==> config.mk <==
export PLATFORM = sky130hd
export DESIGN_NAME = node_stream_loader
export DESIGN_NICKNAME = d
export VERILOG_FILES = /design/src/rtl/kd_pkg.sv /design/src/rtl/node_stream_loader_skid_buf2.sv /design/src/rtl/node_stream_loader.sv
export SDC_FILE = /design/constraint.sdc
export NUM_CORES = 1
export LEC_CHECK = 0
export BUFFER_PORTS_ARGS = -buffer_cell sky130_fd_sc_hd__buf_4
export CORE_MARGIN = 10
export CORE_UTILIZATION = 29
export DETAILED_ROUTE_END_ITERATION = 8
export SYNTH_ARGS = -nofsm -noshare
export SYNTH_HDL_FRONTEND = slang
export SYNTH_SLANG_ARGS = --single-unit
==> constraint.sdc <==
create_clock -name wclk -period 2.3 [get_ports wclk]
set_input_delay 0.23 -clock wclk [delete_from_list [all_inputs] [get_ports wclk]]
set_output_delay 0.23 -clock wclk [all_outputs]
set_load 0.02 [all_outputs]
==> src/rtl/kd_pkg.sv <==
// Shared kd-tree definitions: default node-word geometry and the loader state encoding.
package kd_pkg;
    localparam int KD_DSIZE      = 11;
    localparam int KD_ADDR_WIDTH = 9;

    typedef enum logic [1:0] {IDLE, FETCH, DONE} ld_state_t;
endpackage

==> src/rtl/node_stream_loader_skid_buf2.sv <==
// Two-entry FIFO that absorbs the node-memory read latency; push and pop may coincide at any
// occupancy, including full, since the head is read combinationally before the edge.
module skid_buf2 #(
    parameter int W = 11
) (
    input  logic         wclk,
    input  logic         wrst_n,
    input  logic         flush,
    input  logic         push,
    input  logic         pop,
    input  logic [W-1:0] din,
    output logic [W-1:0] dout,
    output logic [1:0]   count
);
    logic [1:0][W-1:0] mem;
    logic              wr_idx;
    logic              rd_idx;

    always_ff @(posedge wclk) begin
        if (!wrst_n) begin
            mem    <= '0;
            wr_idx <= 1'b0;
            rd_idx <= 1'b0;
            count  <= 2'd0;
        end else if (flush) begin
            wr_idx <= 1'b0;
            rd_idx <= 1'b0;
            count  <= 2'd0;
        end else begin
            if (push) begin
                mem[wr_idx] <= din;
                wr_idx      <= ~wr_idx;
            end
            if (pop)
                rd_idx <= ~rd_idx;
            count <= count + {1'b0, push} - {1'b0, pop};
        end
    end

    assign dout = mem[rd_idx];
endmodule

==> src/rtl/node_stream_loader.sv <==
// Streams kd-tree node words from a 1-cycle-latency memory into the SyncFIFO write port,
// never issuing a read unless its data is guaranteed a slot in the skid buffer.
module node_stream_loader
    import kd_pkg::*;
#(
    parameter int DSIZE      = KD_DSIZE,
    parameter int ADDR_WIDTH = KD_ADDR_WIDTH
) (
    input  logic                  wclk,
    input  logic                  wrst_n,
    input  logic                  start,
    input  logic                  abort,
    input  logic [ADDR_WIDTH:0]   num_words,
    output logic                  mem_ren,
    output logic [ADDR_WIDTH-1:0] mem_addr,
    input  logic [DSIZE-1:0]      mem_rdata,
    input  logic                  fifo_full_n,
    output logic                  fifo_enq,
    output logic [DSIZE-1:0]      fifo_wdata,
    output logic                  busy,
    output logic                  load_done,
    output logic [ADDR_WIDTH:0]   words_sent
);
    localparam int CW = ADDR_WIDTH + 1;

    ld_state_t     state, state_nxt;
    logic [CW-1:0] rd_ptr, num_q, words_q;
    logic          rd_inflight;
    logic [1:0]    buf_cnt;
    logic [1:0]    occ;
    logic          start_ok, last_enq, flush;

    assign start_ok = (state == IDLE) && start && !abort;
    assign occ      = buf_cnt + {1'b0, rd_inflight};
    assign last_enq = fifo_enq && ((words_q + CW'(1)) == num_q);
    assign flush    = (state == FETCH) && abort;

    always_ff @(posedge wclk) begin
        if (!wrst_n)
            state <= IDLE;
        else
            state <= state_nxt;
    end

    always_comb begin
        state_nxt = state;
        case (state)
            IDLE:    if (start_ok) state_nxt = (num_words == '0) ? DONE : FETCH;
            FETCH:   if (abort) state_nxt = IDLE;
                     else if (last_enq) state_nxt = DONE;
            DONE:    state_nxt = IDLE;
            default: state_nxt = IDLE;
        endcase
    end

    // A full buffer may still accept a read when the head leaves this cycle.
    always_comb begin
        fifo_enq  = (state == FETCH) && !abort && (buf_cnt != 2'd0) && fifo_full_n;
        mem_ren   = (state == FETCH) && !abort && (rd_ptr < num_q) &&
                    ((occ < 2'd2) || fifo_enq);
        busy      = (state == FETCH) || (state == DONE);
        load_done = (state == DONE);
    end

    always_ff @(posedge wclk) begin
        if (!wrst_n) begin
            rd_ptr      <= '0;
            num_q       <= '0;
            words_q     <= '0;
            rd_inflight <= 1'b0;
        end else if (start_ok) begin
            rd_ptr      <= '0;
            num_q       <= num_words;
            words_q     <= '0;
            rd_inflight <= 1'b0;
        end else begin
            rd_inflight <= mem_ren;
            if (mem_ren)
                rd_ptr <= rd_ptr + CW'(1);
            if (fifo_enq)
                words_q <= words_q + CW'(1);
        end
    end

    skid_buf2 #(.W(DSIZE)) u_skid (
        .wclk   (wclk),
        .wrst_n (wrst_n),
        .flush  (flush),
        .push   (rd_inflight),
        .pop    (fifo_enq),
        .din    (mem_rdata),
        .dout   (fifo_wdata),
        .count  (buf_cnt)
    );

    assign mem_addr   = rd_ptr[ADDR_WIDTH-1:0];
    assign words_sent = words_q;
endmodule
==> flow_metrics.tcl, run 1 <==
set metrics [dict create \
    maxSlewHeadroom_pct 54.50 \
    via_count 2790 \
    numCtsBuffers 9 \
    die_y_um 127.4 \
    grt_overflow 0 \
    cts_root_buf "clkbuf_16" \
    final_common_cell "buf_4" \
    core-area_um2 11370 \
    end_kind "output pin" \
    setup-tns-final_ps 0 \
    post_route_cells_drive_above_1_share_pct 24.43 \
    synth_nets 420 \
    clock.fmax_mhz 454.6 \
    wl_per_cell_um 14.70 \
    fin_crit_sh_pct 95.65 \
    clk_pin_slew_ps 60 \
    vdd_drop_max_uv 321.3 \
    crit_type "reg -> out" \
    r2r_slack_ps 330 \
    grt_antenna_before_repair 0 \
    drt-initial-drc-count 130 \
    slowest_stage "dfxtp_2" \
    ys_warn_count 0 \
    synth_edf_count 0 \
    tightestPinTransition_ps 679.9 \
    ctsHoldBuffers 0 \
    final_core_util_pct 37.05 \
    grt_pass1_wl_um 13840 \
    fin_skew_ps 7.704 \
    final_cell_mix "buf_4, dfxtp_1, nand2_1, mux2i_1, nor2b_1" \
    max_stage_delay_ps 370 \
    async_flop_share_pct 0 \
    dpl.hpwl_um 6367 \
    via_per_inst 4.802 \
    htree_levels 3 \
    nNetsFinal 475 \
    avgSynthCellArea_um2 8.844 \
    syn2layout_area_growth_pct 26.01 \
    grt_usage_pct 10.44 \
    drv_cap 0 \
    fillers 1147 \
    startpoint_type "register" \
    gp_congestion 0.8240 \
    ys_dominant_reg_cell "dfxtp_1" \
    ys_ff_latch 59 \
    drtPass1Iterations 4 \
    status "finished clean" \
    num_io_pins 60 \
    p_leak_nw 1.708 \
    clk_path_buf_depth 2 \
    grt_max_degree 39 \
    floorplan.rows 39 \
    final-hold-violation-count 0 \
    diodes 0 \
    wirelength_um 8541 \
    worstHoldPathType "in -> reg" \
    crit_fanout 6 \
    tritoncts "yes" \
    clkSinkCount 59 \
    port_buffers 59 \
    initial_utilization_pct 29.40 \
    drc 0 \
    path_cells "inv_1 > ha_1 > a211o_1 > a21oi_2 > o21ai_2 > a21boi_4 > buf_4" \
    synthCells 378 \
    synth_cell_types 46 \
    layout_min_cycle_time_ps 2200 \
    die_w_um 127.4 \
    final-setup-viol-count 0 \
    cp.arrival_ps 1970 \
    netlist_area_um2 3343 \
    slew_violations 0 \
    cp.required_ps 2070 \
    seq_area_frac_synth_pct 35.33 \
    grt_pass1_vias 2777 \
    powerDensity_nw_per_um2 683.7 \
    antenna_left 0 \
    dieArea_um2 16220 \
    insertion_delay_ps 330 \
]
## final cells by class
type | count | area (um^2) | area share (%)
clock buffer | 11 | 242.7 | 5.762
clock inverter | 5 | 62.56 | 1.485
inverter | 13 | 48.80 | 1.158
multi-input combinational | 280 | 1971 | 46.78
sequential | 59 | 1184 | 28.10
tap | 143 | 178.9 | 4.247
timing repair buffer | 70 | 525.5 | 12.47
## final timing paths
path / startpoint / end / cells past startpoint
max: num_q[5] / mem_ren / 7
min: mem_rdata[6] / u_skid.mem[17] / 3
max reg2reg: words_sent[1] / state[0] / 7
min reg2reg: rd_ptr[9] / rd_ptr[9] / 2
## stage by stage
| stage | power [mW] | setup slack (ps) | hold WS (ps) | instances | cell area [um^2] |
|---|---|---|---|---|---|
| after floorplan | 1.365 | 371.0 | 374.9 | 378 | 3343 |
| after global placement | 1.501 | 258.0 | 460.3 | 562 | 3866 |
| after detailed placement | 1.511 | 241.2 | 484.4 | 562 | 3866 |
| after CTS | 2.907 | 40.71 | 159.4 | 578 | 4182 |
| after global routing | 3.016 | -7.343 | 156.9 | 581 | 4213 |
| final | 2.880 | 100.1 | 166.1 | 581 | 4213 |
## metal layers
metal | part of all wire (%) | routed length, um | GRT usage (%) | vias up
met3 | 7.8 | 667 | 4.963 | 10
met1 | 44 | 3778 | 12.15 | 1313
met4 | 1.3 | 112 | 3.349 | 0
li1 | - | - | - | 1393
met5 | 0 | 0 | 0 | -
met2 | 47 | 3983 | 16.56 | 74
## synth_stat cells (2+ instances only)
| cell type | count | area share (%) |
|---|---|---|
| and2_1 | 3 | 0.56 |
| nor3_1 | 6 | 0.90 |
| nor2_1 | 14 | 1.6 |
| nand2b_1 | 13 | 2.4 |
| nand3b_1 | 2 | 0.45 |
| buf_6 | 2 | 0.67 |
| or3_1 | 3 | 0.56 |
| xnor2_1 | 13 | 3.4 |
| xor2_1 | 7 | 1.8 |
| a21boi_0 | 11 | 2.5 |
| o21a_1 | 3 | 0.67 |
| a21oi_1 | 21 | 3.1 |
| nand2_1 | 50 | 5.6 |
| buf_1 | 2 | 0.22 |
| ha_1 | 16 | 6.0 |
| nand4_1 | 8 | 1.5 |
| mux2_2 | 11 | 3.7 |
| and3_1 | 4 | 0.75 |
| inv_1 | 12 | 1.3 |
| buf_2 | 7 | 1.0 |
| nor2b_1 | 24 | 4.5 |
| clkbuf_1 | 5 | 0.56 |
| and4_1 | 3 | 0.79 |
| nand3_1 | 9 | 1.3 |
| buf_4 | 10 | 2.2 |
| mux2i_1 | 34 | 10 |
| nor4_1 | 2 | 0.37 |
| o21ai_0 | 7 | 1.0 |
| dfxtp_1 | 59 | 35 |
## sequential cells by signal (all words and copies together) (netlist names)
register / count
num_q: 10
rd_inflight: 1
rd_ptr: 10
state: 2
u_skid.count: 2
u_skid.mem: 22
u_skid.rd_idx: 1
u_skid.wr_idx: 1
words_sent: 10
## power breakdown
group	total, mW	switching (mW)	internal (mW)
registers	1.08	0.0321	1.05
logic	0.416	0.233	0.182
clock network	1.38	0.509	0.872
total	2.88	0.774	2.11
## repair_timing
item,CTS,global route
setup endpoints to repair,1,1
pin swaps,0,2
setup buffers,0,3
gates resized for setup,3,3
endpoints found under the hold margin,0,0
## critical path, delay by kind of cell (launching register included)
family,cells,cell delay [ps]
compound gates,4,730
flops,1,370
fa+ha+maj,1,300
buf+inv,2,240
## kinds of logic (layout without fill, tap and decap cells)
group                      after synthesis  count (layout)  synth area share, %
adders and majority gates               16              16                5.988
AOI/OAI and AO/OA                       54              54                10.29
buffers and inverters                   39              99                6.212
and+or+nand+nor                        144             144                22.23
DFF                                     59              59                35.33
muxes                                   45              45                13.88
xor gates and xnor gates                21              21                6.063
(Power assumes the default switching activity.)
==> run 2, diff against run 1 <==
Settings changed: BUFFER_PORTS_ARGS -buffer_cell sky130_fd_sc_hd__buf_4 to unset, DONT_BUFFER_PORTS set to 1, SETUP_SLACK_MARGIN set to 0.2.
==> run 2 against run 1 <==
Clock-buffer cell count stayed put. Combinational power down 15%. Worst hold slack worse by 140 ps. Non-clock buffer count is 47 lower. Clock power is 13% higher. Largest power group unchanged.
==> flow_metrics.tcl, run 2 (synthesis results as in run 1) <==
set metrics [dict create \
    drtPass1Iterations 4 \
    num_io_pins 60 \
    dpl.cell_count 515 \
    antenna_left 0 \
    fin_ws_ps 248.6 \
    crit_fanout 4 \
    final-setup-viol-count 0 \
    ctsHoldBuffers 0 \
    largest_reg_flops 22 \
    vdd_drop_max_uv 406.8 \
    largest_register "u_skid.mem" \
    cp.arrival_ps 1820 \
    insertion_delay_ps 330 \
    wirelength_um 8260 \
    wl_per_cell_um 15.47 \
    dpl.hpwl_um 6246 \
    slew_violations 0 \
    port_buffers 0 \
    grt_pass1_vias 2552 \
    drt-initial-drc-count 135 \
    post_route_cells_drive_above_1_share_pct 16.62 \
    grt_usage_pct 10.39 \
    dieArea_um2 16220 \
    numCtsBuffers 9 \
    p_leak_nw 1.505 \
    die_w_um 127.4 \
    htree_levels 3 \
    floorplan.rows 39 \
    final_core_util_pct 34.39 \
    p_sw_mw 0.7184 \
    tightestPinTransition_ps 687.1 \
    initial_utilization_pct 29.40 \
    clk_path_buf_depth 2 \
    final-hold-violation-count 0 \
    clkSinkCount 59 \
    grt_pass1_wl_um 13340 \
    maxSlewHeadroom_pct 54.03 \
    layout.cells.non_filler 534 \
    p_seq_share_pct 36.2 \
    crit_type "reg -> out" \
    core-area_um2 11370 \
    via_per_inst 4.831 \
    final_common_cell "dfxtp_1" \
    powerDensity_nw_per_um2 766.9 \
    cts_root_buf "clkbuf_16" \
    via_count 2580 \
    switching_share_pct 23.96 \
    fin_skew_ps 4.973 \
    layout_min_cycle_time_ps 2051 \
    drv_cap 0 \
    status "finished clean" \
    grt_overflow 0 \
    worstHoldPathType "in -> reg" \
    final_cell_mix "dfxtp_1, nand2_1, mux2i_1, nor2b_1, buf_4" \
    startpoint_type "register" \
    combPwrFrac_pct 11.7 \
    drc 0 \
    internal-power_mw 2.280 \
    p_total_mw 2.999 \
    clkPwrFrac_pct 52.1 \
    rsz0062_at_grt "yes" \
    dp_slack_ps 325.7 \
    grt_max_degree 39 \
    grt_antenna_before_repair 0 \
    tritoncts "yes" \
    clock.fmax_mhz 487.5 \
    cp.required_ps 2070 \
    nNetsFinal 428 \
    setup-tns-final_ps 0 \
    die_y_um 127.4 \
    fin_crit_sh_pct 89.19 \
    end_kind "output pin" \
    gp_congestion 0.8339 \
    r2r_slack_ps 410 \
    clk_pin_slew_ps 50 \
    diodes 0 \
    syn2layout_area_growth_pct 16.95 \
]
run 2: cell count changes in the layout (fill, tap and decap cells not counted), sizes merged:
cell	previous run	this run
buf	70	23
bufinv	1	3
clkinvlp	2	0
run 2: final timing paths:
path              cells past startpoint       endpoint      start
setup / recovery                      7        mem_ren   num_q[4]
setup reg to reg                      8       state[0]   state[1]
hold reg to reg                       2      rd_ptr[9]  rd_ptr[9]
hold / removal                        1  u_skid.mem[1]     wrst_n
run 2: critical path: stages, from the launching register on:
cell      delay (ps)
dfxtp_2          360
inv_1             60
ha_1             260
o21a_1           170
o211ai_1         210
o21ai_2          110
a21boi_2         160
buf_6            150
run 2: layer usage:
| layer | GRT usage [%] | part of all wire, % | vias to the layer above | wire [um] |
|---|---|---|---|---|
| li1 | - | - | 1303 | - |
| met1 | 11.44 | 41 | 1187 | 3416 |
| met2 | 16.32 | 46 | 77 | 3809 |
| met3 | 5.914 | 11 | 13 | 918 |
| met4 | 3.885 | 1.4 | 0 | 116 |
| met5 | 0 | 0 | - | 0 |
run 2: layout make-up:
cell class	instances	area (um^2)
clock buffer	11	242.7
timing repair buffer	23	176.4
tap	143	178.9
sequential	59	1190
fill	1171	7460
multi-input combinational	280	1973
clock inverter	5	100.1
inverter	13	48.80
run 2: stage by stage:
stage	hold WS, ps	cell area, um^2
finish	26.73	3910
global route	21.42	3910
CTS	17.98	3876
detailed placement	367.8	3513
global placement	364.6	3513
floorplan	374.9	3343
run 2: what timing repair did:
| item | 4_1_cts | 5_1_grt |
|---|---|---|
| pin swaps | 1 | 3 |
| setup buffers | 1 | 2 |
| endpoints found under the setup margin | 2 | 2 |
| gates resized for setup | 6 | 8 |
run 2: power groups by stage:
stage	combinational (mW)	clock, mW	sequential (mW)
detailed placement	0.328	0	1.11
global route	0.391	1.65	1.09
finish	0.352	1.56	1.09
CTS	0.342	1.60	1.08
floorplan	0.270	0	1.10
global placement	0.319	0	1.11
